<file path="src/rtl/adc_readout_sm.sv">
// adc_readout_sm: serializes one stored fill from the read FIFO into 32-bit beats and verifies its checksum
module adc_readout_sm #(
    parameter int BCNT_W = 23
) (
    input  logic         clk,
    input  logic         reset,
    input  logic         acq_enabled,
    input  logic         rd_start,
    input  logic [127:0] fifo_dat,
    input  logic         fifo_empty,
    output logic         fifo_rd_en,
    output logic [31:0]  out_dat,
    output logic         out_valid,
    input  logic         out_ready,
    output logic         out_last,
    output logic         busy,
    output logic         rd_done,
    output logic         chksum_err
);
    typedef enum logic [2:0] {IDLE, FILL_HDR, WFM_HDR, BURST, CHECKSUM, DONE} state_t;
    state_t state, state_nx;
    logic [1:0] beat;
    logic [1:0] sel;
    logic [127:0] chk;
    logic [BCNT_W-1:0] burst_cnt;
    logic tail;
    logic start;
    logic load;
    logic pop;

    // next state, beat-load strobe and FIFO pop; tail blocks loads once the checksum word is popped
    always_comb begin
        start = (state == IDLE) && rd_start && !acq_enabled;
        load = (state inside {FILL_HDR, WFM_HDR, BURST, CHECKSUM}) && !tail && (!out_valid || out_ready) && !fifo_empty;
        pop = load && (beat == 2'd3);
        sel = ~beat;
        fifo_rd_en = pop;
        busy = state != IDLE;
        rd_done = state == DONE;
        state_nx = state;
        case (state)
            IDLE:     state_nx = start ? FILL_HDR : IDLE;
            FILL_HDR: state_nx = pop ? WFM_HDR : FILL_HDR;
            WFM_HDR:  state_nx = !pop ? WFM_HDR : (burst_cnt != '0) ? BURST : CHECKSUM;
            BURST:    state_nx = (pop && burst_cnt == BCNT_W'(1)) ? CHECKSUM : BURST;
            CHECKSUM: state_nx = (out_valid && out_ready && out_last) ? DONE : CHECKSUM;
            default:  state_nx = IDLE;
        endcase
    end

    // state register
    always_ff @(posedge clk) begin
        if (reset) state <= IDLE;
        else state <= state_nx;
    end

    // output register, beat index, burst counter and running checksum
    always_ff @(posedge clk) begin
        if (reset) begin
            out_dat <= '0;
            out_valid <= 1'b0;
            out_last <= 1'b0;
            beat <= '0;
            chk <= '0;
            burst_cnt <= '0;
            chksum_err <= 1'b0;
            tail <= 1'b0;
        end else begin
            if (start) begin
                chk <= '0;
                chksum_err <= 1'b0;
                beat <= '0;
                tail <= 1'b0;
            end
            if (load) begin
                out_dat <= fifo_dat[{sel, 5'd0} +: 32];
                out_valid <= 1'b1;
                out_last <= (state == CHECKSUM) && (beat == 2'd3);
                beat <= beat + 2'd1;
            end else if (out_ready) begin
                out_valid <= 1'b0;
                out_last <= 1'b0;
            end
            if (load && state == WFM_HDR && beat == 2'd0) burst_cnt <= fifo_dat[BCNT_W-1:0];
            if (pop && state == BURST) burst_cnt <= burst_cnt - BCNT_W'(1);
            if (pop && (state == WFM_HDR || state == BURST)) chk <= chk ^ fifo_dat;
            if (pop && state == CHECKSUM) begin
                chksum_err <= fifo_dat != chk;
                tail <= 1'b1;
            end
        end
    end
endmodule

</file>
<file path="config.mk">
export PLATFORM = sky130hd
export DESIGN_NAME = adc_readout_sm
export DESIGN_NICKNAME = d
export VERILOG_FILES = /design/src/rtl/adc_readout_sm.sv
export SDC_FILE = /design/constraint.sdc
export NUM_CORES = 1
export LEC_CHECK = 0
export CELL_PAD_IN_SITES_DETAIL_PLACEMENT = 1
export CELL_PAD_IN_SITES_GLOBAL_PLACEMENT = 2
export CORE_UTILIZATION = 32
export DETAILED_ROUTE_END_ITERATION = 12
export GPL_TIMING_DRIVEN = 0
export PLACE_DENSITY_LB_ADDON = 0.1
export SLEW_MARGIN = 20
export SYNTH_ARGS = -nofsm -noshare
export SYNTH_HDL_FRONTEND = slang
export SYNTH_SLANG_ARGS = --single-unit
</file>
<file path="constraint.sdc">
create_clock -name clk -period 3.09 [get_ports clk]
set_clock_uncertainty 0.05 [all_clocks]
set_input_delay 0.4635 -clock clk [delete_from_list [all_inputs] [get_ports clk]]
set_output_delay 0.4635 -clock clk [all_outputs]
set_load 0.005 [all_outputs]
</file>
==> results of run 1 <==
==> layer usage <==
layer / GRT usage / part of all wire
met3: 0.0573 / 0.058
met2: 0.455 / 0.47
met5: 0 / 0.00028
met1: 0.376 / 0.46
met4: 0.0713 / 0.018
==> stage by stage <==
stage	setup WS, ns	util	total power, mW
4_1_cts	0.0535	0.415	5.70
3_3_place_gp	-0.779	0.395	3.30
2_1_floorplan	0.443	-	2.81
5_1_grt	0.00527	0.415	5.83
3_5_place_dp	-0.669	0.396	3.31
6_report	0.0816	0.415	5.66
==> cells in the final DEF, fill, tap and decap left out, types with 11 or more instances in the layout <==
master / count
sky130_fd_sc_hd__nor4_1: 11
sky130_fd_sc_hd__clkbuf_16: 17
sky130_fd_sc_hd__o21ai_0: 131
sky130_fd_sc_hd__nand4_1: 39
sky130_fd_sc_hd__dfxtp_1: 192
sky130_fd_sc_hd__mux4_2: 32
sky130_fd_sc_hd__nand2_1: 89
sky130_fd_sc_hd__xnor2_1: 128
sky130_fd_sc_hd__clkdlybuf4s50_1: 170
sky130_fd_sc_hd__nor2_1: 146
sky130_fd_sc_hd__a21oi_1: 177
sky130_fd_sc_hd__clkbuf_1: 78
sky130_fd_sc_hd__a31oi_1: 14
sky130_fd_sc_hd__nand3b_1: 130
==> worst paths after layout <==
check / startpoint / to / slack [ns] / depth (start not counted)
worst min register to register: out_dat[24] / out_dat[24] / 0.40 / 2
worst max-delay path: state[1] / chk[123] / 0.08 / 8
worst min-delay path: out_dat[24] / out_dat[24] / 0.40 / 2
worst max register to register: state[1] / chk[123] / 0.08 / 8
==> synthesized netlist by cell type, drive strengths merged, types with 11 or more instances <==
cell type,n,share of area
a31oi,14,0.0082
o21ai,131,0.062
or3,12,0.0080
nand2,89,0.031
xnor2,128,0.11
nand3,11,0.0052
nand3b,130,0.092
dfxtp,192,0.36
nand4,39,0.023
mux4,32,0.068
clkbuf,83,0.030
nor2,147,0.052
nor4,12,0.0071
a21oi,178,0.084
==> where the power goes <==
part,leakage (nW),total [mW],switching (mW),internal (mW)
clock network,0.286,2.41,1.07,1.34
logic,2.22,0.751,0.437,0.315
registers,1.55,2.50,0.0107,2.49
total,4.06,5.66,1.52,4.14
==> kinds of logic after synthesis <==
kind of cell,after synthesis,share of synthesized area
multiplexers,35,0.0707
flip-flops,192,0.361
XOR/XNOR,128,0.105
AO/OA/AOI/OAI,352,0.180
buffers and inverters,97,0.0363
AND/OR/NAND/NOR,475,0.241
adder cells (fa/ha/maj),5,0.00588
==> flip-flops by register name, summed over array words and instances, names as in the netlist <==
name	cells
beat	2
burst_cnt	23
chk	128
chksum_err	1
out_dat	32
out_last	1
out_valid	1
state	3
tail	1
==> worst max-delay path, cell delays in order, from the launching register on <==
cell                       delay, ns
sky130_fd_sc_hd__dfxtp_1        0.33
sky130_fd_sc_hd__clkbuf_1       0.34
sky130_fd_sc_hd__nor2b_1        0.28
sky130_fd_sc_hd__nand4_1        0.43
sky130_fd_sc_hd__and2_1         0.31
sky130_fd_sc_hd__clkbuf_1       0.39
sky130_fd_sc_hd__clkbuf_1       0.37
sky130_fd_sc_hd__o21ai_0        0.26
sky130_fd_sc_hd__a21oi_1        0.08
==> area by class of cell <==
type	instances	share of cell area
tap	442	0.0409
timing repair buffer	171	0.126
inverter	7	0.00194
multi-input combinational	995	0.475
sequential	192	0.284
clock inverter	8	0.00962
buffer	89	0.0270
clock buffer	23	0.0353
==> what timing repair did <==
action | in CTS | in global routing
gates resized for setup | 9 | 5
endpoints found under the hold margin | 0 | 0
endpoints found under the setup margin | 23 | 104
==> results.rst, run 1 <==
.. list-table::
   :header-rows: 1

   * - Metric
     - Value
   * - Status
     - finished, final reports clean
   * - Pwr per Cell Area
     - 418 nW/um^2
   * - First-pass detailed-route iteration total
     - 5
   * - Area used by sequential logic in the layout
     - 3840 sq um
   * - Number of design rule violations left after detail routing
     - 0
   * - Later-pin clock latency in the skew report
     - 0.45 ns
   * - Number of buffers on the longest clock path
     - 2
   * - Cell Count, Final, Fillers Out
     - 1927
   * - Synthesized instance count
     - between 1000 and 1500
   * - Hold-fix buffers, CTS
     - 0
   * - Highest clock rate
     - around 330 MHz
   * - Number of buffer cells added on primary ports
     - between 150 and 200
   * - Final slew viol count
     - 0
   * - Die Footprint
     - between 30000 and 40000 sq um
   * - Site row count
     - 66
   * - Number of clock sinks seen by CTS
     - 192
   * - Yosys Warn Count
     - 0
   * - Number of H-tree levels
     - 4
   * - Relative max-transition margin
     - 0.392
   * - Maximum VDD drop
     - between 0.0004 and 0.0005 V
   * - RSZ-0062 raised after global routing
     - no
   * - Kind of launch point of the worst setup path
     - flop
   * - Endpoint required time on the critical path
     - approximately 3.3 ns
   * - Net count after synthesis
     - between 1000 and 1500
   * - Inserted Diodes
     - 0
   * - Synth cell types
     - a little under 60
   * - Post-DR vias/cell
     - between 5 and 6
   * - Largest fanout of any net on the critical path
     - 10
   * - Fillcell total
     - 3862
   * - Area of all placed cells without fillers
     - between 10000 and 15000 sq um
   * - TritonCTS clock tree
     - yes
   * - HP Class
     - reg2reg
   * - Clock Tree Root
     - sky130_fd_sc_hd__clkbuf_16
   * - Slew at the pin closest to its max-slew limit
     - 0.912 ns
   * - Static leakage
     - between 4 and 5 nW
   * - Total congestion overflow
     - 0
   * - Boundary Pins
     - approximately 170
   * - Pin count of the biggest net entering global routing
     - 17
   * - Overall track demand over capacity in global routing
     - 0.280
   * - Post-CTS setup repair buffer count
     - 0
   * - Global-route wire length before repair
     - between 60 and 70 mm
   * - Sequential-to-total area share from yosys stat
     - 0.361
   * - Placed Cells incl. Taps
     - about 1900
   * - Average wire per standard cell
     - between 20 and 25 um
   * - DP HPWL
     - about 37 mm
   * - Critical path endpoint category
     - flop
   * - Total of endpoints with negative setup slack in the final report
     - 0
   * - Fraction of layout instances using a drive strength above 1
     - 0.0599
   * - Final hold violation count
     - 0
   * - Min Tclk post-route
     - about 3.0 ns
   * - CTS Buf Count
     - 17
   * - Placer's final routability congestion estimate
     - between 0.8 and 0.9
   * - Relative area change from synthesis to final layout
     - 27.1%
   * - Die extent in y
     - around 180 um
   * - Post-layout nets
     - 1612
   * - Setup Crit Path Kind
     - reg2reg
   * - Initial standard-cell utilization of the core
     - 0.326
   * - Proportion of synthesized flip-flops having asynchronous set or reset
     - 0
   * - Register bit count reported by yosys
     - 192
   * - Arrival time at the worst endpoint
     - about 3.3 ns
   * - Post-synth EDFFs
     - 0
   * - Initial antenna violation count
     - 2
   * - Number of global-route vias before repair
     - 10300
   * - Synth Area per Inst
     - slightly above 8 sq um
   * - Worst hold-check slack
     - slightly above 0.4 ns
   * - Antenna violation net count after detailed routing
     - 0
   * - Maximum Capacitance Violations
     - 0
   * - Violation count after the first detailed-routing iteration
     - slightly above 700
   * - Die Span X
     - between 150 and 200 um
   * - Clock-pin slew of the registers on the worst-case setup and hold paths
     - approximately 0.070 ns
   * - Number of vias in the routed layout
     - 10600
   * - Period utilization
     - 0.974
   * - Sum Neg Setup Slack
     - 0 ns
   * - Cell area reported after detailed placement
     - around 13000 sq um
   * - Core region area
     - around 33000 sq um
   * - Area taken by multi-input logic gates
     - 6430 sq um
   * - Post-Route WL
     - roughly 47 mm
   * - Synthesized area
     - ~11000 sq um
   * - Top_reg_cell synth
     - sky130_fd_sc_hd__dfxtp_1
Power figures use the tool's default switching activity.
==> run 2: changes to the inputs <==
--- a/config.mk
+++ b/config.mk
@@ -9,7 +9,6 @@
 export CELL_PAD_IN_SITES_GLOBAL_PLACEMENT = 2
 export CORE_UTILIZATION = 32
 export DETAILED_ROUTE_END_ITERATION = 12
-export GPL_TIMING_DRIVEN = 0
 export PLACE_DENSITY_LB_ADDON = 0.1
 export SLEW_MARGIN = 20
 export SYNTH_ARGS = -nofsm -noshare
==> results.rst, run 2 (same netlist as run 1, synthesis figures left out) <==
.. list-table::
   :header-rows: 1

   * - Metric
     - Value
   * - Number of stages on the worst hold path
     - 2 (unchanged)
   * - Critical path endpoint category
     - output port
   * - Number of vias in the routed layout
     - 10200 (-3.8%)
   * - Maximum VDD drop
     - 0.000406 V (+1.1%)
   * - Number of global-route vias before repair
     - 10200 (-1.2%)
   * - Average wire per standard cell
     - 23.1 um (-5.3%)
   * - Die Span X
     - 184 um (unchanged)
   * - Min Tclk post-route
     - 2.77 ns (-0.242 ns)
   * - Internal reg-to-reg setup slack
     - 0.59 ns (+0.51 ns)
   * - Largest register FFs
     - 128 (unchanged)
   * - Crit Reg-Reg Endpoint
     - state[0]
   * - Core region area
     - 32600 sq um (unchanged)
   * - CTS Buf Count
     - 17 (unchanged)
   * - Kind of launch point of the worst setup path
     - primary input
   * - Area of all placed cells without fillers
     - 13500 sq um (about the same)
   * - Static leakage
     - 4.13 nW (+1.7%)
   * - Uppermost routed layer
     - met5
   * - Number of buffer cells added on primary ports
     - 171 (+0.59%)
   * - Sum Neg Setup Slack
     - 0 ns (unchanged)
   * - TritonCTS clock tree
     - yes
   * - Total of endpoints with negative setup slack in the final report
     - 0 (unchanged)
   * - Number of buffers on the longest clock path
     - 2 (unchanged)
   * - Routed length on met1
     - 21.0 mm (-2.2%)
   * - Final hold violation count
     - 0 (unchanged)
   * - Hold Crit Start
     - out_dat[25]
   * - Fraction of layout instances using a drive strength above 1
     - 0.0889 (+0.0290)
   * - Cell area reported after detailed placement
     - 13000 sq um (+0.57%)
   * - Number of gates resized after cts
     - 0 (-9)
   * - Setup Crit Path Kind
     - in2out
   * - Later-pin clock latency in the skew report
     - 0.45 ns (about the same)
   * - Pwr per Cell Area
     - 403 nW/um^2 (-3.7%)
   * - Relative max-transition margin
     - 0.555 (+0.163)
   * - Post-Route WL
     - 43.6 mm (-7.5%)
   * - Highest clock rate
     - 362 MHz (+8.8%)
   * - DP HPWL
     - 31.5 mm (-14%)
   * - Hold path endpoint
     - out_dat[25]
   * - Relative area change from synthesis to final layout
     - 27.2% (about the same)
   * - First-pass detailed-route iteration total
     - 6 (+1)
   * - Pin count of the biggest net entering global routing
     - 104 (+87)
   * - HP Class
     - reg2reg
   * - Largest fanout of any net on the critical path
     - 9 (-1)
   * - Antenna violation net count after detailed routing
     - 0 (unchanged)
   * - Violation count after the first detailed-routing iteration
     - 652 (-10%)
   * - Boundary Pins
     - 172 (unchanged)
   * - Clock-pin slew of the registers on the worst-case setup and hold paths
     - 0.07 ns (about the same)
   * - Regs by FF count
     - chk x128, out_dat x32, burst_cnt x23
   * - Most common cell after layout, fill and taps aside
     - sky130_fd_sc_hd__dfxtp_1
   * - Initial standard-cell utilization of the core
     - 0.326 (unchanged)
   * - Number of H-tree levels
     - 4 (unchanged)
   * - Maximum Capacitance Violations
     - 0 (unchanged)
   * - Final slew viol count
     - 0 (unchanged)
   * - Endpoint required time on the critical path
     - 2.58 ns (-0.76 ns)
   * - RSZ-0062 raised after global routing
     - no
   * - Inserted Diodes
     - 0 (unchanged)
   * - Post-DR vias/cell
     - 5.43 (-1.5%)
   * - Post-layout nets
     - 1567 (-2.8%)
   * - Die Footprint
     - 34000 sq um (unchanged)
   * - Total congestion overflow
     - 0 (unchanged)
   * - Site row count
     - 66 (unchanged)
   * - Depth of the worst register-to-register path
     - 5 (-3)
   * - Number of design rule violations left after detail routing
     - 0 (unchanged)
   * - Period utilization
     - 0.895 (-0.0784)
   * - Global-route wire length before repair
     - 65.0 mm (-4.9%)
   * - Post-CTS setup repair buffer count
     - 0 (unchanged)
   * - Placer's final routability congestion estimate
     - 0.836 (-4.1%)
   * - Arrival time at the worst endpoint
     - 2.25 ns (-1.01 ns)
   * - Slew at the pin closest to its max-slew limit
     - 0.667 ns (-0.245 ns)
   * - Clock Tree Root
     - sky130_fd_sc_hd__clkbuf_16
   * - Commonest non-fill, non-tap cells in the layout
     - 190 x sky130_fd_sc_hd__dfxtp_1, 177 x sky130_fd_sc_hd__a21oi_1, 170 x sky130_fd_sc_hd__clkdlybuf4s50_1
   * - Number of clock sinks seen by CTS
     - 192 (unchanged)
   * - Length of routed met3 wiring
     - 1.79 mm (-34%)
   * - Hold-fix buffers, CTS
     - 0 (unchanged)
   * - Top reg by flops
     - chk
   * - Die extent in y
     - 184 um (unchanged)
   * - Overall track demand over capacity in global routing
     - 0.262 (-0.0183)
   * - Reg-to-reg startpoint
     - burst_cnt[2]
   * - Status
     - finished, final reports clean
   * - Length of routed met2 wiring
     - 19.9 mm (-9.5%)
   * - Initial antenna violation count
     - 1 (-1)
[run 2: how the worst max path moves through the flow]
stage                from           end  slack (ns)  cells past startpoint
2_1_floorplan     beat[0]  burst_cnt[5]        0.44                     10
3_3_place_gp    out_ready    fifo_rd_en        0.36                      5
3_5_place_dp    out_ready       chk[34]        0.33                      7
4_1_cts         out_ready    fifo_rd_en        0.33                      5
5_1_grt        fifo_empty    fifo_rd_en        0.20                      5
6_report        out_ready    fifo_rd_en        0.32                      5
[run 2: critical path, cell delays in order]
cell	delay, ns
sky130_fd_sc_hd__clkdlybuf4s50_1	0.51
sky130_fd_sc_hd__nand2b_1	0.30
sky130_fd_sc_hd__nand3_1	0.16
sky130_fd_sc_hd__nor3_1	0.27
sky130_fd_sc_hd__clkdlybuf4s50_1	0.54
[run 2: final cells by class]
class | instances | area, sq um
Tap cell | 442 | 553
Fill cell | 3838 | 19100
Sequential cell | 192 | 3850
Timing Repair Buffer | 215 | 2130
Multi-Input combinational cell | 995 | 6430
Clock inverter | 12 | 113
Clock buffer | 19 | 443
Inverter | 7 | 26.3
[run 2: routing by layer]
layer,track usage,vias to the layer above
met4,0.0697,2
met5,0,-
li1,-,4873
met3,0.0452,35
met2,0.419,213
met1,0.360,5097
[run 2: report_power, final]
part	switching (mW)	internal (mW)	leakage, nW
clock	1.09	1.13	0.257
sequential	0.0144	2.49	1.55
combinational	0.399	0.333	2.32
total	1.50	3.95	4.13
[run 2: through the flow]
stage / worst slack [ns] / power [mW] / hold slack (ns) / std cells / util
after global placement: 0.363 / 3.30 / 0.395 / 1851 / 0.398
after global routing: 0.205 / 5.65 / 0.420 / 1882 / 0.415
after detailed placement: 0.330 / 3.30 / 0.398 / 1851 / 0.398
after CTS: 0.328 / 5.52 / 0.408 / 1882 / 0.415
after floorplan: 0.443 / 2.81 / 0.395 / 1284 / -
final: 0.324 / 5.46 / 0.406 / 1882 / 0.415
==> run 3: changes to the inputs <==
--- a/config.mk
+++ b/config.mk
@@ -5,9 +5,10 @@
 export SDC_FILE = /design/constraint.sdc
 export NUM_CORES = 1
 export LEC_CHECK = 0
+export ABC_AREA = 1
 export CELL_PAD_IN_SITES_DETAIL_PLACEMENT = 1
 export CELL_PAD_IN_SITES_GLOBAL_PLACEMENT = 2
-export CORE_UTILIZATION = 32
+export CORE_UTILIZATION = 29
 export DETAILED_ROUTE_END_ITERATION = 12
 export PLACE_DENSITY_LB_ADDON = 0.1
 export SLEW_MARGIN = 20
==> results.rst, run 3 <==
.. list-table::
   :header-rows: 1

   * - Metric
     - Value
   * - Status
     - finished, final reports clean
   * - Number of buffer cells added on primary ports
     - 171 (unchanged)
   * - Largest area contributor in the synthesized netlist
     - sky130_fd_sc_hd__dfxtp_1
   * - Top_reg_cell synth
     - sky130_fd_sc_hd__dfxtp_1
   * - Area fraction in compound gates after synthesis
     - 0.169 (-0.0106)
   * - Sum Neg Setup Slack
     - 0 ns (unchanged)
   * - Number of gates resized after cts
     - 0 (unchanged)
   * - CTS Buf Count
     - 17 (unchanged)
   * - Highest clock rate
     - 383 MHz (+5.9%)
   * - Number of vias in the routed layout
     - 11200 (+9.6%)
   * - Xor and xnor area share after synthesis
     - 0.0538 (-0.0516)
   * - Final hold violation count
     - 0 (unchanged)
   * - Period utilization
     - 0.845 (-0.0497)
   * - Placer's final routability congestion estimate
     - 0.799 (-4.5%)
   * - Synth top area cells
     - sky130_fd_sc_hd__dfxtp_1 36%, sky130_fd_sc_hd__nand2_1 18%, sky130_fd_sc_hd__a21oi_1 10%
   * - Number of buffers on the longest clock path
     - 2 (unchanged)
   * - Portion of netlist area occupied by mux cells
     - 0 (-0.0707)
   * - Post-synth EDFFs
     - 0 (unchanged)
   * - Synthesized instance count
     - 1705 (+33%)
   * - Number of H-tree levels
     - 4 (unchanged)
   * - Largest register FFs
     - 128 (unchanged)
   * - Die Footprint
     - 37900 sq um (+11%)
   * - Critical-path top delay cell
     - sky130_fd_sc_hd__clkdlybuf4s50_1
   * - Critical path's most frequent cell
     - sky130_fd_sc_hd__clkdlybuf4s50_1
   * - Post-Route WL
     - 42.8 mm (-1.7%)
   * - Slew at the pin closest to its max-slew limit
     - 0.907 ns (+0.240 ns)
   * - Maximum VDD drop
     - 0.000407 V (+0.43%)
   * - Area taken by multi-input logic gates
     - 5860 sq um (-8.8%)
   * - Yosys Warn Count
     - 0 (unchanged)
   * - Number of design rule violations left after detail routing
     - 0 (unchanged)
   * - Total of endpoints with negative setup slack in the final report
     - 0 (unchanged)
   * - Commonest cells in the netlist
     - 525 x sky130_fd_sc_hd__nand2_1, 215 x sky130_fd_sc_hd__a21oi_1, 192 x sky130_fd_sc_hd__dfxtp_1
   * - Post-Synth Simple-Gate Area
     - 0.316 (+0.0752)
   * - Internal reg-to-reg setup slack
     - 0.91 ns (+0.32 ns)
   * - Average wire per standard cell
     - 18.5 um (-20%)
   * - Share of Yosys cell area claimed by the top area cell type
     - 0.357 (-0.00374)
   * - Most frequent cell after synthesis
     - sky130_fd_sc_hd__nand2_1
   * - Most common cell after layout, fill and taps aside
     - sky130_fd_sc_hd__nand2_1
   * - Global-route wire length before repair
     - 65.9 mm (+1.4%)
   * - Proportion of synthesized flip-flops having asynchronous set or reset
     - 0 (unchanged)
   * - Post-layout nets
     - 1969 (+26%)
   * - Regs by FF count
     - chk x128, out_dat x32, burst_cnt x23
   * - Relative area change from synthesis to final layout
     - 25.8%
   * - Crit Reg-Reg Endpoint
     - out_dat[10]
   * - Setup ws final
     - 0.478 ns (+0.154 ns)
   * - Sequential-to-total area share from yosys stat
     - 0.357 (-0.00374)
   * - CP cell instances
     - clkdlybuf4s50_1 > inv_1 > nand2_1 > and2_4 > nand3b_4 > nor2_2 > clkdlybuf4s50_1
   * - Reg-to-reg startpoint
     - beat[0]
   * - Number of global-route vias before repair
     - 11400 (+11%)
   * - Synth Area per Inst
     - 6.31 sq um (-24%)
   * - Core region area
     - 36500 sq um (+12%)
   * - Relative max-transition margin
     - 0.396 (-0.160)
   * - Dominant combinational cell family by area after synthesis
     - simple AND/OR/NAND/NOR gates
   * - RSZ-0062 raised after global routing
     - no
   * - Area used by sequential logic in the layout
     - 3840 sq um (about the same)
   * - Site row count
     - 70 (+6.1%)
   * - Adder and majority gate portion of the synthesized area
     - 0.00582 (-0.0000609)
   * - Min Tclk post-route
     - 2.61 ns (-0.154 ns)
   * - Initial antenna violation count
     - 1 (unchanged)
   * - Boundary Pins
     - 172 (unchanged)
   * - Post-DR vias/cell
     - 4.85 (-11%)
   * - Endpoint required time on the critical path
     - 2.58 ns (about the same)
   * - Die extent in y
     - 195 um (+5.5%)
   * - Maximum Capacitance Violations
     - 0 (unchanged)
   * - Post-CTS setup repair buffer count
     - 0 (unchanged)
   * - Worst path depth
     - 7 (+2)
   * - HP Class
     - reg2reg
   * - First-pass detailed-route iteration total
     - 5 (-1)
   * - Arrival time at the worst endpoint
     - 2.10 ns (-0.15 ns)
   * - Register bit count reported by yosys
     - 192 (unchanged)
   * - Number of clock sinks seen by CTS
     - 192 (unchanged)
   * - Overall track demand over capacity in global routing
     - 0.229 (-0.0329)
   * - Largest stage delay on the critical path
     - 0.55 ns (about the same)
   * - Top reg by flops
     - chk
   * - Initial standard-cell utilization of the core
     - 0.294 (-0.0318)
   * - Synth cell types
     - 38 (-34%)
   * - Clock-pin slew of the registers on the worst-case setup and hold paths
     - 0.08 ns (about the same)
   * - Worst Setup SP
     - out_ready
   * - Worst Path Buf+Inv
     - 3 (+1)
   * - Fraction of layout instances using a drive strength above 1
     - 0.0423 (-0.0466)
   * - Pin count of the biggest net entering global routing
     - 158 (+52%)
   * - DP HPWL
     - 31.7 mm (+0.67%)
   * - Antenna violation net count after detailed routing
     - 0 (unchanged)
   * - TritonCTS clock tree
     - yes
   * - Net count after synthesis
     - 1844 (+30%)
   * - Largest fanout of any net on the critical path
     - 6 (-3)
   * - Static leakage
     - 5.37 nW (+30%)
   * - Die Span X
     - 195 um (+5.5%)
   * - Violation count after the first detailed-routing iteration
     - 519 (-20%)
   * - Kind of launch point of the worst setup path
     - primary input
   * - Placement-stage worst setup slack
     - 0.474 ns (+0.144 ns)
   * - Synthesized area
     - 10800 sq um (+1.0%)
   * - Total congestion overflow
     - 0 (unchanged)
   * - Final slew viol count
     - 0 (unchanged)
   * - Later-pin clock latency in the skew report
     - 0.47 ns (+0.02 ns)
   * - Commonest non-fill, non-tap cells in the layout
     - 525 x sky130_fd_sc_hd__nand2_1, 215 x sky130_fd_sc_hd__a21oi_1, 191 x sky130_fd_sc_hd__dfxtp_1
   * - Hold-fix buffers, CTS
     - 0 (unchanged)
   * - Depth of the worst register-to-register path
     - 5 (unchanged)
   * - Total power
     - 5.66 mW (+3.7%)
   * - Setup Crit Path Kind
     - in2out
   * - Endpoint of the worst setup timing path
     - fifo_rd_en
   * - Critical path endpoint category
     - output port
   * - Gate family responsible for the most delay along the worst path
     - buffers and inverters
   * - Number of stages on the worst hold path
     - 2 (unchanged)
   * - Clock Tree Root
     - sky130_fd_sc_hd__clkbuf_16
   * - Pwr per Cell Area
     - 418 nW/um^2 (+3.8%)
   * - Fillcell total
     - 4641 (+21%)
-- run 3: cell count changes after synthesis, moves of 37 or more --
| cell | previous run | this run |
|---|---|---|
| sky130_fd_sc_hd__xnor2_1 | 128 | 29 |
| sky130_fd_sc_hd__nand3_1 | 11 | 101 |
| sky130_fd_sc_hd__inv_1 | 7 | 174 |
| sky130_fd_sc_hd__a21oi_1 | 177 | 215 |
| sky130_fd_sc_hd__xor2_1 | 0 | 37 |
| sky130_fd_sc_hd__nand3b_1 | 130 | 3 |
| sky130_fd_sc_hd__nand2_1 | 89 | 525 |
-- run 3: per-stage QoR --
| stage | instance area (sq um) | hold WS [ns] | utilization | cells |
|---|---|---|---|---|
| after floorplan | 10800 | 0.394 | - | 1705 |
| after global placement | 12900 | 0.410 | 0.353 | 2279 |
| after detailed placement | 12900 | 0.415 | 0.353 | 2279 |
| after CTS | 13500 | 0.429 | 0.370 | 2311 |
| after global routing | 13500 | 0.444 | 0.370 | 2312 |
| final | 13500 | 0.427 | 0.370 | 2312 |
-- run 3: kinds of logic after synthesis --
kind of cell / count (synthesis)
AO/OA/AOI/OAI: 356
adder cells (fa/ha/maj): 5
AND/OR/NAND/NOR: 821
flip-flops: 192
buffers and inverters: 265
XOR/XNOR: 66
-- run 3: routing by layer --
metal | up-vias | global-route usage | part of all wire
met3 | 33 | 0.0272 | 0.026
met1 | 5339 | 0.310 | 0.49
met4 | 0 | 0.0691 | 0.019
li1 | 5679 | - | -
met2 | 154 | 0.378 | 0.46
met5 | - | 0 | 0
-- run 3: layout make-up --
cell class,instances,area share
Clock inverter,15,0.0151
Clock buffer,17,0.0315
Timing Repair Buffer,188,0.141
Antenna cell,1,0.000185
Sequential cell,192,0.284
Inverter,183,0.0511
Multi-Input combinational cell,1248,0.433
Tap cell,468,0.0433
-- run 3: worst min-delay path: cells and delay by family, from the launching register on --
family	cells	cell delay, ns
DFF	1	0.32
and+or+nand+nor	1	0.06
AOI/OAI and AO/OA	1	0.06
-- run 3: worst min path at each step --
| stage | startpoint | endpoint | slack (ns) |
|---|---|---|---|
| 5_1_grt | chk[21] | chk[21] | 0.44 |
| 4_1_cts | chk[72] | chk[72] | 0.43 |
| 3_3_place_gp | chk[57] | chk[57] | 0.41 |
| 6_report | tail | tail | 0.43 |
| 2_1_floorplan | tail | tail | 0.39 |
| 3_5_place_dp | chk[72] | chk[72] | 0.42 |
-- run 3: power by group --
part	internal, mW	total, mW	switching, mW
Clock	1.13	2.42	1.29
Combinational	0.304	0.714	0.409
Sequential	2.50	2.52	0.0260
